$ cat src/rtl/button_press_event.sv
// Button synchroniser, debouncer and press queue that feeds uart_transmitter.
// Each queued press is turned into exactly one data_ready/busy handshake.
module button_press_event #(
    parameter int DEBOUNCE_CYCLES = 1250000,
    parameter int PENDING_MAX     = 3,
    parameter int COUNT_WIDTH     = 16
) (
    input  logic                             sysclk,
    input  logic                             rst_n,
    input  logic                             btn,
    input  logic                             busy,
    output logic                             data_ready,
    output logic                             btn_debounced,
    output logic [$clog2(PENDING_MAX+1)-1:0] pending,
    output logic [COUNT_WIDTH-1:0]           press_count,
    output logic                             overflow
);

    localparam int CW = $clog2(DEBOUNCE_CYCLES);
    localparam int PW = $clog2(PENDING_MAX + 1);

    logic                   s1_q;
    logic                   s2_q;
    logic [CW-1:0]          cnt_q;
    logic [CW-1:0]          cnt_d;
    logic                   deb_q;
    logic                   deb_d;
    logic [PW-1:0]          pend_q;
    logic [PW-1:0]          pend_d;
    logic                   dr_q;
    logic                   dr_d;
    logic [COUNT_WIDTH-1:0] pcnt_q;
    logic [COUNT_WIDTH-1:0] pcnt_d;
    logic                   ovf_q;
    logic                   ovf_d;
    logic                   differ;
    logic                   flip;
    logic                   press;
    logic                   accept;

    assign differ = (s2_q != deb_q);
    assign flip   = differ && (cnt_q == CW'(DEBOUNCE_CYCLES - 1));
    assign press  = flip && s2_q;
    assign accept = dr_q && !busy;

    always_comb begin
        cnt_d = cnt_q;
        deb_d = deb_q;
        if (!differ || flip) begin
            cnt_d = '0;
        end else begin
            cnt_d = cnt_q + CW'(1);
        end
        if (flip) begin
            deb_d = s2_q;
        end
    end

    // A press and an accept on the same edge cancel, so a full queue cannot overflow then
    always_comb begin
        pend_d = pend_q;
        ovf_d  = ovf_q;
        pcnt_d = pcnt_q;
        if (press) begin
            pcnt_d = pcnt_q + COUNT_WIDTH'(1);
        end
        unique case ({press, accept})
            2'b10: begin
                if (pend_q < PW'(PENDING_MAX)) begin
                    pend_d = pend_q + PW'(1);
                end else begin
                    ovf_d = 1'b1;
                end
            end
            2'b01:   pend_d = pend_q - PW'(1);
            default: pend_d = pend_q;
        endcase
        dr_d = accept ? 1'b0 : (pend_d != '0);
    end

    always_ff @(posedge sysclk or negedge rst_n) begin
        if (!rst_n) begin
            s1_q   <= 1'b0;
            s2_q   <= 1'b0;
            cnt_q  <= '0;
            deb_q  <= 1'b0;
            pend_q <= '0;
            dr_q   <= 1'b0;
            pcnt_q <= '0;
            ovf_q  <= 1'b0;
        end else begin
            s1_q   <= btn;
            s2_q   <= s1_q;
            cnt_q  <= cnt_d;
            deb_q  <= deb_d;
            pend_q <= pend_d;
            dr_q   <= dr_d;
            pcnt_q <= pcnt_d;
            ovf_q  <= ovf_d;
        end
    end

    assign data_ready    = dr_q;
    assign btn_debounced = deb_q;
    assign pending       = pend_q;
    assign press_count   = pcnt_q;
    assign overflow      = ovf_q;

endmodule

$ cat config.mk
export PLATFORM = sky130hd
export DESIGN_NAME = button_press_event
export DESIGN_NICKNAME = d
export VERILOG_FILES = /design/src/rtl/button_press_event.sv
export SDC_FILE = /design/constraint.sdc
export NUM_CORES = 1
export LEC_CHECK = 0
export ABC_CLOCK_PERIOD_IN_PS = 4800
export CAP_MARGIN = 10
export CORE_MARGIN = 2
export CORE_UTILIZATION = 35
export DETAILED_ROUTE_END_ITERATION = 10
export MAX_ROUTING_LAYER = met4
export PLACE_DENSITY = 0.56
export SLEW_MARGIN = 20
export SYNTH_ARGS = -nofsm -noshare
export SYNTH_HDL_FRONTEND = slang
export SYNTH_SLANG_ARGS = --single-unit
$ cat constraint.sdc
create_clock -name sysclk -period 4.8 [get_ports sysclk]
set_input_delay 0.96 -clock sysclk [delete_from_list [all_inputs] [get_ports sysclk]]
set_output_delay 0.96 -clock sysclk [all_outputs]
set_load 0.01 [all_outputs]
* After elaboration in Yosys (flattened, before gate mapping)
Cells that the tools add are included.
** Cells by class
- Bitwise logic cells :: 1
- Equal/unequal tests :: 4
- Muxes and demuxes :: 4
- Add/sub/neg operators :: 4
- Reduce and logical (&&, ||, !) cells :: 8
- Magnitude comparators :: 1
** Operators by type and width (count)
- $add 21x1->21 const B :: 1
- $eq 21x21->1 const B :: 1
- $mux 21 :: 1
- $add 16x1->16 const B :: 1
- $pmux 2 s2 :: 1
- $logic_and 1x1->1 :: 3
- $add 2x1->2 const B :: 1
- $eq 2x1->1 const B :: 1
- $eq 2x2->1 const B :: 1
- $logic_not 1->1 :: 2
- $lt 2x2->1 const B :: 1
- $mux 2 :: 1
- $reduce_and 2->1 :: 1
- $reduce_bool 2->1 :: 1
- $sub 2x1->2 const B :: 1
- $logic_or 1x1->1 :: 1
- $mux 1 :: 1
- $ne 1x1->1 :: 1
- $not 1->1 :: 1
** Storage, ports and cells
- Input bits :: 4
- Word-level logic and storage cells :: 30
- Register bits :: 44

* Logic depth before layout (Yosys ltp)
Gate-level depths: netlist of run 1.
- Word-level depth :: 7
- Mapped depth :: 10
- Mapped depth without buffers :: 9

* Worst setup path before layout of run 1
No wires, ideal clock.
- Kind :: register -> register
- Start :: register cnt_q[11]
- End :: register dr_q (netlist: data_ready)
- Path slack :: 1.876 ns
- Arrival :: 2.805 ns
- Required time :: 4.681 ns
- Period minus slack after synthesis :: 2.924 ns
- Cell stages (with the launch flop) :: 9
- Cells stage by stage :: dfrtp_1 -> or4b_1 -> or4_1 -> buf_2 -> or3_2 -> ha_1 -> a221oi_1 -> a21oi_1 -> o21a_1
** Between the ends
- Word-level cells in the longest chain between the ends :: 7
- Elaborated cells on any way between the ends :: 8
- Classes of those cells :: eq/ne: 3; mux: 2; reduce/logical: 3
** Ends and longest elaborated chain
- start: declaration :: RTL line 24 : logic [CW-1:0] cnt_q;
- start signal: assignment :: RTL line 94 : cnt_q <= cnt_d;
- $eq 21x21->1 * :: RTL line 42 : assign flip = differ && (cnt_q == CW'(DEBOUNCE_CYCLES - 1));
- $logic_and 1x1->1 * :: RTL line 42
- $logic_and 1x1->1 * :: RTL line 43 : assign press = flip && s2_q;
- $eq 2x1->1 / $eq 2x2->1 (equally long branches) :: RTL line 67 : unique case ({press, accept})
- $pmux 2 s2 * :: RTL line 67
- via pend_d[0] :: RTL line 29 : logic [PW-1:0] pend_d;
- $reduce_bool 2->1 * :: RTL line 78 : dr_d = accept ? 1'b0 : (pend_d != '0);
- $mux 1 * :: RTL line 78
- via dr_d :: RTL line 31 : logic dr_d;
- end signal: assignment :: RTL line 97 : dr_q <= dr_d;
- end: declaration :: RTL line 30 : logic dr_q;
Mark *: on every way through the listed nets, which the timed path passes. The rest lies on a longest branch.
A chain may end at the register's enable or synchronous reset.

* Final worst setup path of run 1
Same ends and word-level chain as after synthesis.

==> results of run 1 <==
==> registers in the layout (all words and copies together), names as in the netlist <==
name / flops
btn_debounced: 1
pending: 2
cnt_q: 21
s1_q: 1
overflow: 1
data_ready: 1
s2_q: 1
press_count: 16
==> final cells by class <==
| class | instances | area [sq um] | share of cell area (%) |
|---|---|---|---|
| Inverter | 14 | 52.6 | 2.05 |
| Clock buffer | 6 | 82.6 | 3.23 |
| Sequential cell | 44 | 1100 | 43.0 |
| Tap cell | 75 | 93.8 | 3.67 |
| Timing Repair Buffer | 24 | 238 | 9.29 |
| Clock inverter | 2 | 38.8 | 1.52 |
| Multi-Input combinational cell | 145 | 953 | 37.2 |
==> routing by layer <==
layer	part of all wire, %	track usage (%)
met1	50	17.2
met2	45	21.6
met3	3.7	3.30
met4	1.1	4.33
met5	0	-
==> layout by cell type (no fill, tap or decap), types with 3 or more instances in the layout <==
master / count
inv_1: 14
clkdlybuf4s50_1: 23
nand2_1: 14
nor3_1: 10
or3_2: 3
xor2_1: 12
dfrtp_1: 44
a21oi_1: 4
nor2_1: 24
ha_1: 7
clkbuf_8: 6
nand4_1: 8
nand3_1: 10
xnor2_1: 21
nor4_1: 7
==> worst max-delay path, delay by kind of cell, from the launching register on <==
family,cells,cell delay [ns]
AND/OR/NAND/NOR,3,1.69
AO/OA/AOI/OAI,3,0.50
flip-flops,1,0.41
adder cells (fa/ha/maj),1,0.36
==> cell families after synthesis <==
group                      synth area share, %
buffers and inverters                     3.81
AOI/OAI and AO/OA                         3.29
DFF                                       51.6
and+or+nand+nor                           23.1
adders and majority gates                 4.11
muxes                                    0.528
xor gates and xnor gates                  13.6
==> final timing paths <==
kind | from | endpoint | slack [ns]
worst max-delay path | cnt_q[11]$_DFF_PN0_ | data_ready$_DFF_PN0_ | 1.75
max in group asynchronous | rst_n | cnt_q[16]$_DFF_PN0_ | 3.76
worst max register to register | cnt_q[11]$_DFF_PN0_ | data_ready$_DFF_PN0_ | 1.75
worst min-delay path | s1_q$_DFF_PN0_ | s2_q$_DFF_PN0_ | 0.36
min in group asynchronous | rst_n | press_count[11]$_DFFE_PN0P_ | 0.63
worst min register to register | s1_q$_DFF_PN0_ | s2_q$_DFF_PN0_ | 0.36
==> power groups by stage <==
| stage | logic [mW] | registers, mW | clock network, mW |
|---|---|---|---|
| final | 0.0168 | 0.376 | 0.302 |
| after floorplan | 0.00646 | 0.383 | 0 |
| after global placement | 0.0174 | 0.383 | 0 |
| after CTS | 0.0176 | 0.376 | 0.315 |
| after detailed placement | 0.0176 | 0.383 | 0 |
| after global routing | 0.0201 | 0.377 | 0.329 |
==> results.cfg, run 1 <==
[cts]
cts.sinks = 44
cts-root-buf = clkbuf_8
path_clk_slew_ns = 0.09
clock_latency_ns = 0.30
cts_tree = done
cts_buffer_depth = 2
ctsResizeCount = 0
cts_max_level = 2
numCtsBuffers = 5
post-cts-setup-buffers = 0
cts_hold_buf = 0

[placement]
portBuffers = 24
dpl_worst_slack_ns = 1.74
place_inst = 302
dp_hpwl_microns = 2730
dpl_cell_area_sq_um = 2440
gp_congestion = 0.775

[global_routing]
antenna_found_initial = 0
grt_start_max_net_pins = 45
grt_usage_pct = 13.6
grt_pass1_vias = 1543
grt_pass1_wl_microns = 6880
grt_remaining_overflow = 0

[sta]
finalSetupTns_ns = 0
finalWorstSetupSlack_ns = 1.75
setup_violations = 0
tightest_slew_ns = 0.834
min_period_ns = 3.05
period_share_pct = 63.5
slew_violations = 0
fin_skew_ns = 0.00841
fmax_mhz = 328
rsz0062_at_grt = no
finalHoldViolCount = 0
slew_headroom_pct = 44.4
hold_ws_ns = 0.355

[logic_synthesis]
synth-main-ff-cell = dfrtp_1
syn_inst = 208
synthTopCellsByCount = 44 x dfrtp_1, 24 x nor2_1, 21 x xnor2_1, 14 x inv_1, 14 x nand2_1
synth_area_per_cell_sq_um = 10.3
netlist_top_cells_area = dfrtp_1 52%, xnor2_1 8.6%, xor2_1 4.9%
yosys.area.top_type = dfrtp_1
synth_seq_cells = 44
synth_nets = 219
syn_area_sq_um = 2130
ys_types = 36
synth_edf_count = 0
yosysSeqAreaShare_pct = 51.6
synth_top_area_share_pct = 51.6
async_reset_ff_share_pct = 100
yosys_warnings = 0
yosysMostFrequentCell = dfrtp_1

[outcome]
outcome = finished, final reports clean

[floorplan]
start_util_pct = 36.0
die_w_microns = 82.1
io_pins = 25
coreArea_sq_um = 5920
die-area_sq_um = 6730
fp.dieH_microns = 82.1
rows = 28

[power_and_ir_drop]
ir_worst_vdd_uv = 118
p_sw_mw = 0.147
p_seq_share_pct = 54.1
p_int_mw = 0.548
p_total_mw = 0.695
leakagePower_nw = 1.09
p_comb_share_pct = 2.4
swShare_pct = 21.1
clkPwrFrac_pct = 43.5
power.density_nw_per_um2 = 271

[flow_run]
drv_cap = 0

[drt]
drtIter0Drc = 92
first_pass_iters = 4
vias_per_cell = 4.82
ant_nets = 0
wirelength_microns = 3930
wl_per_cell_microns = 12.7
via_count = 1493
drc_errors = 0

[layout]
drive_gt1_share_pct = 8.09
nFillCells = 584
layout.cells.non_filler = 310
finalNetCount = 245
finalCoreUtilization_pct = 43.2
area_growth_pct = 20.1
fin_area_sq_um = 2560
diodes = 0

[worst_setup_path]
critPathRequiredTime_ns = 5.00
crit_chain = or4b_1 > or4_1 > or3_2 > ha_1 > a221oi_1 > a21oi_1 > o21a_1
crit_type = flip-flop to flip-flop
worstPathArrival_ns = 3.24
critical_path_peak_fanout = 6
slowest_stage = or4_1
worstRegToRegCells = 7
slowest_delay_ns = 0.62
start_kind = flip-flop
cp-end-kind = flip-flop

[hold_path]
hold_path_class = flip-flop to flip-flop
hold_path_depth = 0
Power figures use the tool's default switching activity.
==> run 2: changes to the inputs <==
ABC_CLOCK_PERIOD_IN_PS = 3200   (was 4800)
clock period = 3.2 ns   (was 4.8 ns; I/O delays follow)
==> run 2 against run 1 <==
  * Register-to-register slack got worse by 1.5 ns
  * Cell area shrank 0.68%
  * Utilization fell by 0.30 points
  * Sequential power is 50% higher
  * Non-clock buffer count grew 4
  * Clock skew decreased by 0.0017 ns
  * Critical path type unchanged
  * Critical endpoint unchanged
==> results.cfg, run 2 (synthesized netlist as in run 1, its figures left out) <==
[worst_setup_path]
worstPathArrival_ns = 3.17
reg2reg_slack_ns = 0.22
crit_type = flip-flop to flip-flop
worstRegToRegCells = 7
critPathRequiredTime_ns = 3.39
critical_path_peak_fanout = 5
reg2reg_to = data_ready$_DFF_PN0_
critPathBufInv = 0
slowest_stage = or4_1
r2r_start = cnt_q[11]$_DFF_PN0_
slowest_delay_ns = 0.54
cp-end-kind = flip-flop
start_kind = flip-flop
crit_chain = or4b_1 > or4_1 > or3_2 > ha_1 > a221oi_1 > a21oi_1 > o21a_1
crit_family = simple AND/OR/NAND/NOR gates

[cts]
cts_tree = done
cts.sinks = 44
cts_buffer_depth = 2
ctsResizeCount = 0
cts_max_level = 2
cts_hold_buf = 0
cts-root-buf = clkbuf_8
clock_latency_ns = 0.29
numCtsBuffers = 5
path_clk_slew_ns = 0.08
post-cts-setup-buffers = 0

[floorplan]
coreArea_sq_um = 5920
die-area_sq_um = 6730
die_w_microns = 82.1
rows = 28
io_pins = 25
fp.dieH_microns = 82.1
start_util_pct = 36.0

[drt]
via_count = 1546
drtIter0Drc = 46
first_pass_iters = 4
drc_errors = 0
ant_nets = 0
wirelength_microns = 4000
vias_per_cell = 4.94
wl_per_cell_microns = 12.8

[sta]
tightest_slew_ns = 0.562
period_share_pct = 93.1
setup_violations = 0
finalSetupTns_ns = 0
slew_headroom_pct = 62.6
rsz0062_at_grt = no
fmax_mhz = 336
fin_skew_ns = 0.00670
finalHoldViolCount = 0
slew_violations = 0
min_period_ns = 2.98

[layout]
area_growth_pct = 19.2
regMostFlops = cnt_q
final_common_cell = dfrtp_1
layout_common_cells = 44 x dfrtp_1, 24 x nor2_1, 23 x clkdlybuf4s50_1
diodes = 0
finalNetCount = 249
largest_register_ffs = 21
drive_gt1_share_pct = 8.40
finalCoreUtilization_pct = 42.9

[hold_path]
hold_path_class = input port to async pin

[power_and_ir_drop]
p_comb_share_pct = 2.8
ir_worst_vdd_uv = 145
swShare_pct = 22.0
p_sw_mw = 0.202
p_int_mw = 0.716
clkPwrFrac_pct = 35.8
p_seq_share_pct = 61.4
power.density_nw_per_um2 = 361
leakagePower_nw = 1.09

[flow_run]
drv_cap = 0

[outcome]
outcome = finished, final reports clean

[global_routing]
grt_pass1_wl_microns = 6840
grt_pass1_vias = 1526
antenna_found_initial = 0
grt_remaining_overflow = 0
grt_usage_pct = 13.6
grt_start_max_net_pins = 45

[placement]
portBuffers = 24
dp_hpwl_microns = 2840
gp_congestion = 0.764
-- run 2: worst max-delay path by stage --
stage | from | to | slack, ns | depth (start not counted)
finish | cnt_q[11]$_DFF_PN0_ | data_ready$_DFF_PN0_ | 0.22 | 7
global route | cnt_q[11]$_DFF_PN0_ | data_ready$_DFF_PN0_ | 0.11 | 7
CTS | cnt_q[11]$_DFF_PN0_ | data_ready$_DFF_PN0_ | 0.23 | 7
detailed placement | cnt_q[11]$_DFF_PN0_ | data_ready$_DFF_PN0_ | 0.25 | 7
global placement | cnt_q[11]$_DFF_PN0_ | data_ready$_DFF_PN0_ | 0.27 | 7
floorplan | cnt_q[11]$_DFF_PN0_ | data_ready$_DFF_PN0_ | 0.28 | 8
-- run 2: routing by layer --
layer | global-route usage (%) | vias to the layer above | routed length (microns)
li1 | - | 766 | -
met1 | 16.7 | 747 | 1920
met2 | 22.4 | 27 | 1890
met3 | 3.63 | 6 | 148
met4 | 3.50 | 0 | 40
met5 | - | - | 0
-- run 2: metrics by stage --
step | hold WS, ns | instances | power (mW) | area, sq um | setup WS (ns)
after global placement | 0.338 | 306 | 0.602 | 2460 | 0.272
final | 0.329 | 313 | 0.918 | 2540 | 0.221
after global routing | 0.362 | 313 | 0.959 | 2540 | 0.111
after floorplan | 0.331 | 208 | 0.584 | 2130 | 0.276
after detailed placement | 0.341 | 306 | 0.602 | 2460 | 0.248
after CTS | 0.360 | 313 | 0.936 | 2540 | 0.234
-- run 2: final cells by class --
class | instances | area, sq um
Timing Repair Buffer | 28 | 268
Multi-Input combinational cell | 145 | 950
Inverter | 14 | 52.6
Fill cell | 590 | 3380
Tap cell | 75 | 93.8
Clock inverter | 1 | 5.00
Sequential cell | 44 | 1100
Clock buffer | 6 | 72.6
-- run 2: power groups by stage --
stage / logic (mW) / registers, mW / clock network [mW]
floorplan: 0.00969 / 0.574 / 0
global placement: 0.0269 / 0.575 / 0
detailed placement: 0.0274 / 0.575 / 0
CTS: 0.0274 / 0.564 / 0.345
global route: 0.0309 / 0.564 / 0.364
finish: 0.0259 / 0.564 / 0.329
